`src/rtl/timer_device_pkg.sv`:
```
// Shared constants for the countdown timer: register offsets, CTRL bit fields,
// FSM encoding and the base address the bridge decodes for this device.
package timer_device_pkg;

   localparam logic [31:0] TIMER_BASE = 32'h1000_0000;

   // Word offsets as seen on addr[3:2]
   localparam logic [1:0] TIMER_CTRL   = 2'd0;
   localparam logic [1:0] TIMER_PRESET = 2'd1;
   localparam logic [1:0] TIMER_COUNT  = 2'd2;
   localparam logic [1:0] TIMER_RSVD   = 2'd3;

   localparam int CTRL_EN      = 0;
   localparam int CTRL_MODE_LO = 1;
   localparam int CTRL_MODE_HI = 2;
   localparam int CTRL_IM      = 3;

   localparam logic [1:0] MODE_ONESHOT  = 2'b00;
   localparam logic [1:0] MODE_PERIODIC = 2'b01;

   typedef enum logic [1:0] {
      IDLE = 2'd0,
      LOAD = 2'd1,
      CNT  = 2'd2,
      INT  = 2'd3
   } timerState_t;

   // Field order matches the CTRL bit positions above, MSB first
   typedef struct packed {
      logic       im;
      logic [1:0] mode;
      logic       en;
   } ctrlReg_t;

endpackage

```
`src/rtl/timer_device.sv`:
```
// Memory-mapped countdown timer (CTRL/PRESET/COUNT) with one-shot and periodic
// modes and a level interrupt request gated by CTRL.IM.
module timer_device
   import timer_device_pkg::*;
#(
   parameter logic [31:0] RESET_PRESET = 32'h0000_0000
) (
   input  logic        clk,
   input  logic        reset,
   input  logic [31:0] addr,
   input  logic        we,
   input  logic [3:0]  be,
   input  logic [31:0] wd,
   output logic [31:0] rd,
   output logic        irq
);

   timerState_t state, stateNext;
   ctrlReg_t    ctrl, ctrlNext;
   logic [31:0] preset, presetNext;
   logic [31:0] count, countNext;
   logic        irqFlag, irqFlagNext;
   logic        setFlag;
   logic        wrCtrl, wrPreset;
   logic [1:0]  regSel;
   logic        unusedAddrBits;

   assign regSel         = addr[3:2];
   assign unusedAddrBits = ^{addr[31:4], addr[1:0]};
   assign wrCtrl         = we && (regSel == TIMER_CTRL);
   assign wrPreset       = we && (regSel == TIMER_PRESET);

   function automatic logic [31:0] mergeBytes(input logic [31:0] oldVal,
                                              input logic [31:0] newVal,
                                              input logic [3:0]  laneEn);
      logic [31:0] merged;
      merged = oldVal;
      for (int i = 0; i < 4; i++) begin
         if (laneEn[i]) merged[8*i +: 8] = newVal[8*i +: 8];
      end
      return merged;
   endfunction

   always_comb begin
      // NOTE: every output of this block is given a default first so no path leaves it unassigned (no latch).
      stateNext   = state;
      ctrlNext    = ctrl;
      presetNext  = preset;
      countNext   = count;
      irqFlagNext = irqFlag;
      setFlag     = 1'b0;

      case (state)
         IDLE: begin
            if (ctrl.en) stateNext = LOAD;
         end
         LOAD: begin
            countNext = preset;
            stateNext = CNT;
         end
         CNT: begin
            if (!ctrl.en) begin
               stateNext = IDLE;
            end else if (count == 32'd0) begin
               stateNext = INT;
               setFlag   = 1'b1;
            end else begin
               countNext = count - 32'd1;
            end
         end
         INT: begin
            if (ctrl.mode == MODE_PERIODIC) begin
               irqFlagNext = 1'b0;
               stateNext   = LOAD;
            end else begin
               // Reserved modes (1x) behave as one-shot
               ctrlNext.en = 1'b0;
               stateNext   = IDLE;
            end
         end
         default: stateNext = IDLE;
      endcase

      // Bus writes are applied after the FSM so a CTRL write overrides the EN clear
      if (wrCtrl && be[0]) ctrlNext = ctrlReg_t'(wd[3:0]);
      if (wrPreset) presetNext = mergeBytes(preset, wd, be);
      if (wrCtrl || wrPreset) irqFlagNext = 1'b0;
      if (setFlag) irqFlagNext = 1'b1;
   end

   always_ff @(posedge clk or posedge reset) begin
      if (reset) begin
         state   <= IDLE;
         ctrl    <= '0;
         preset  <= RESET_PRESET;
         count   <= '0;
         irqFlag <= 1'b0;
      end else begin
         // NOTE: sequential state uses non-blocking assignments so every register samples pre-edge values.
         state   <= stateNext;
         ctrl    <= ctrlNext;
         preset  <= presetNext;
         count   <= countNext;
         irqFlag <= irqFlagNext;
      end
   end

   always_comb begin
      rd = 32'd0;
      case (regSel)
         TIMER_CTRL:   rd = {28'd0, ctrl};
         TIMER_PRESET: rd = preset;
         TIMER_COUNT:  rd = count;
         TIMER_RSVD:   rd = 32'd0;
         default:      rd = 32'd0;
      endcase
   end

   assign irq = ctrl.im & irqFlag;

endmodule
```
`config.mk`:
```
export PLATFORM = sky130hd
export DESIGN_NAME = timer_device
export DESIGN_NICKNAME = d
export VERILOG_FILES = /design/src/rtl/timer_device_pkg.sv /design/src/rtl/timer_device.sv
export SDC_FILE = /design/constraint.sdc
export NUM_CORES = 1
export LEC_CHECK = 0
export ABC_AREA = 0
export CAP_MARGIN = 20
export CORE_UTILIZATION = 50
export DETAILED_ROUTE_END_ITERATION = 8
export PLACE_DENSITY = 0.81
export SYNTH_ARGS = -nofsm -noshare
export SYNTH_HDL_FRONTEND = slang
export SYNTH_SLANG_ARGS = --single-unit
```
`constraint.sdc`:
```
create_clock -name clk -period 3.5 [get_ports clk]
set_clock_uncertainty 0.2 [all_clocks]
set_input_delay 0.875 -clock clk [delete_from_list [all_inputs] [get_ports clk]]
set_output_delay 0.875 -clock clk [all_outputs]
set_load 0.1 [all_outputs]
```
; Word level (Yosys, flattened, before mapping)
; Index checks and enable logic that the tools add are counted.
[totals]
regBits = 71
out_inout_bits = 33
elab_cells = 62
inputBits = 71
[op_classes]
bitwise_logic = 1
muxes = 19
reduce_logical = 19
eq_ne = 12
n_addsub = 1
[op_table]
columns = op, n
row1 = 32-bit one-hot mux with 4 select lines, 1
row2 = 32-bit two-way mux, 2
row3 = 32-bit one-hot mux with 2 select lines, 1
row4 = 32-bit logical NOT, 1
row5 = "32-bit by 1-bit subtractor with 32-bit output, second input constant", 1
row6 = 2-bit AND reduction, 7
row7 = 1-bit two-way mux, 11
row8 = "2-bit equality test, second input constant", 4
row9 = 2-bit one-hot mux with 4 select lines, 1
row10 = "2-bit by 1-bit equality test with 1-bit output, second input constant", 3
row11 = 2-bit two-way mux, 3
row12 = "2-bit != test, second input constant", 3
row13 = 3-bit nonzero test, 2
row14 = 2-bit logical NOT, 2
row15 = 2-bit nonzero test, 2
row16 = 1-bit logical AND, 3
row17 = "3-bit != test, second input constant", 1
row18 = 3-bit AND reduction, 1
row19 = "2-bit by 1-bit != test with 1-bit output, second input constant", 1
row20 = 1-bit bitwise AND, 1
row21 = 1-bit logical OR, 1

; Depth between registers and ports, before layout
[depth]
depth_word = 6
mapped_depth = 8
ltp_nobuf = 7

; Least setup slack after synthesis
; OpenSTA, ideal clock, no wires.
[synth_path]
kind = input -> output
from = input port addr[3]
to = output port rd[0]
setup_slack_ns = -0.942
n_path_buf = 1
t_required_ns = 2.425
cell_stages = 3
arrival_time_ns = 3.367
cell_sequence = clkbuf_1 mux2i_1 o21ai_0
[synth_between]
elab_chain_len = 2
word_cells_on_any_way = 5
cone_classes = 3 x eq/ne / 1 x mux / 1 x reduce/logical
[synth_lines]
columns = item, line_no
row1 = "start, declared", timer_device.sv:10  ; input logic [31:0] addr,
row2 = "2-bit equality test, or another cell as far along", timer_device.sv:110  ; case (regSel)
row3 = 32-bit one-hot mux with 4 select lines *, timer_device.sv:110
row4 = "end, declared", timer_device.sv:14  ; output logic [31:0] rd,
; Every way passes the cells marked *; elsewhere a longest branch is shown, timed or not.

; Worst setup path in the final report
[layout_path]
from = input port addr[2]
to = output port rd[20]
; Same word-level chain as after synthesis.

==> impl_results.md <==
* Largest net degree at the start of global routing at 44
* Setup TNS Final at 0 ps
* XOR/XNOR Fraction of Synth Area at less than 1%
* Clk network pwr share at between 10 and 15%
* Post-synth EDFFs at 0
* Initial antenna violation count at 0
* Ys Warns at 0
* Worst vdd ir at around 0.5 mV
* Vias at approximately 3,800
* Vias/cell at approximately 6.4
* Cell taking the most area after synthesis: dfrtp_1
* Maxcap violations at 0
* Cell count after synthesis at 415
* DRT iter0 DRCs at 240
* Total gr overflow at 0
* Area grow syn2layout at 35.40%
* Height of the die at 92.41 um
* Worst hold path type: flop to flop
* Vias in the first global route at ~3,600
* CTS Buf Count at 9
* Final hold slack at 340.4 ps
* Static leakage at ~2.2 nW
* Max FO, Critical Path at 14
* Placed Cells at about 570
* Sw Ratio at a little under half
* Final period util at 97.98%
* Logic gate share of total power at around half
* Worst setup path class: primary input to output port
* H-tree depth at 3
* Mux cell area share after synthesis at a little under an eighth
* CP Data Arrival Time at about 2400 ps
* Slew margin rel. at 31.94%
* Power share of the sequential group at 34.2%
* Most common cell after layout, fill and taps aside: dfrtp_1
* Fin crit period at approximately 3400 ps
* Sw Pwr at 2.085 mW
* Critical Path Start: addr[2]
* Clock latency on the worst-skew pair at 350 ps
* Top cells by area, synth: dfrtp_1 43%, mux2_2 9.6%, a22o_1 6.9%, nand2_1 2.9%, o21ai_0 2.8%
* Post-synthesis net count at 487
* Critical Path RT at approximately 2400 ps
* Actual slew at the worst max-slew pin at between 1000 and 1500 ps
* Initial Util at 52.34%
* Postcts setup bufs at 0
* Non-Filler Instances at 590
* Yosys cell types at 57
* Die W at approximately 90 um
* Hold buffer count at cts at 0
* RSZ-0062 raised after global routing: no
* Worst setup EP type: output port
* Total Wirelength at 11.12 mm
* Final hold vios at 0
* Total core area at just under 0.008 sq mm
* Primary FF master, synth: dfrtp_1
* Total Routing Usage GR at 27.48%
* #FFs+latches synth at 71
* TritonRoute pass-1 iters at 5
* Site row count at 32
* IO Pins at ~100
* Post-CTS resize count at 0
* Outcome: finished, final reports clean
* Simple-gate share of the synthesized area at ~17%
* Post-Synthesis Cell Area at 0.004086 sq mm
* Fraction of layout cells with a size suffix above 1 at between 20 and 30%
* Antenna Nets Post-Route at 0
* Hold Startpoint: preset[24]$_DFFE_PP0P_
* Setup Viol. Count Final at 0
* Root Driver: clkbuf_8
* PD cells at about 800 mW/mm^2
* GP Congestion at 0.8974
* CTS Buffer Depth at 2
* Mean post-synth cell area at about 9.8 sq um
* Main combinational cell family by area after synthesis: compound AO/OA/AOI/OAI gates
* Pint at between 2 and 2.5 mW
* Port Buffers at 73
* Pins over their slew limit at 0
* Clock sink count at 71
* Critical R2R Launch: count[22]$_DFFE_PP0P_
* Startpoint types: primary input
* HPWL after detailed placement at between 7 and 8 mm
* DIE AREA at between 0.008 and 0.009 sq mm
* N_diodes at 0
* FMAX at 0.2916 GHz
* Post-synthesis compound-gate area fraction at between 20% and 30%
* TritonCTS clock tree: built
* # DRC at 0
* WL/cell at roughly 19 um
* Post-synth ARST share at 100.0%
* Clock Pin Slew Worst Setup and Hold Paths at 80 ps
* Nets at between 500 and 600
* Seq/Total Area, Yosys at 43.48%
* Most frequent cells in the layout: 71 x dfrtp_1, 40 x clkdlybuf4s50_1, 35 x mux2_2, 35 x buf_12, 32 x nand2_1
* Synth Area in Adders at less than 1%
* Area share of the largest cell type after synthesis at between 40% and 50%
* First-pass GRT wire length at between 15 and 20 mm
==> layout make-up <==
class | instances | area [sq um]
well taps | 102 | 127.6
inverters | 7 | 26.28
multi-input cells | 305 | 2198
clock buffers | 10 | 137.6
fillers | 590 | 2275
clock inverters | 6 | 60.06
repair buffers | 89 | 1206
flip-flops and latches | 71 | 1777
==> layer usage <==
layer	GRT usage, %	vias to the layer above	share of wire (%)
met4	10.68	0	2.3
met3	6.076	22	6.1
li1	-	1740	-
met5	0	-	0
met1	35.81	1830	42
met2	44.57	171	49
==> power by group through the flow <==
stage | sequential (mW) | clock, mW | combinational [mW]
2_1_floorplan | 1.34 | 0 | 1.72
6_report | 1.52 | 0.660 | 2.27
5_1_grt | 1.57 | 0.702 | 2.41
3_3_place_gp | 1.50 | 0 | 2.20
4_1_cts | 1.50 | 0.670 | 2.26
3_5_place_dp | 1.52 | 0 | 2.25
==> cells in the mapped netlist, drive strengths merged, types with 7 or more instances <==
library cell and count:
nand3 11, inv 7, clkbuf 23, buf 9, a22o 32, o21ai 26
o22ai 9, a21oi 18, mux2 35, nor2 21, or4 8, dfrtp 71
nor3 14, mux2i 9, a31oi 16, nand2 32
==> cells by family (layout without fill, tap and decap cells) <==
| logic type | Yosys count | count (layout) |
|---|---|---|
| xor+xnor | 1 | 1 |
| simple gates | 122 | 122 |
| flops | 71 | 71 |
| mux | 44 | 44 |
| compound gates | 137 | 137 |
| buf+inv | 39 | 112 |
| fa+ha+maj | 1 | 1 |
==> path summary, 6_finish.rpt <==
path	to	slack, ps	cells past startpoint
worst max-delay path	rd[20]	70	5
worst min-delay path	preset[24]$_DFFE_PP0P_	340	1
worst max register to register	count[2]$_DFFE_PP0P_	750	5
worst min register to register	preset[24]$_DFFE_PP0P_	340	1
max in group asynchronous	preset[14]$_DFFE_PP0P_	1900	3
min in group asynchronous	preset[22]$_DFFE_PP0P_	580	2
==> per-stage QoR <==
stage / power, mW / cell area, sq um / utilization (%) / worst slack [ps]
floorplan: 3.068 / 4134 / - / 4.432
global placement: 3.702 / 5335 / 68.33 / 114.5
detailed placement: 3.765 / 5335 / 68.33 / 92.98
CTS: 4.438 / 5533 / 70.87 / 70.13
global route: 4.684 / 5533 / 70.87 / 17.36
finish: 4.447 / 5533 / 70.87 / 70.56
==> worst max-delay path, stage by stage <==
cell and delay, ps:
clkdlybuf4s50_1 560, nor2b_2 260, buf_4 240, a22o_1 230
buf_12 190
==> state kept, by name, indices dropped and copies added (netlist names) <==
name	cells
ctrl	4
preset	32
state	2
count	32
irqFlag	1
Power figures use the tool's default switching activity.
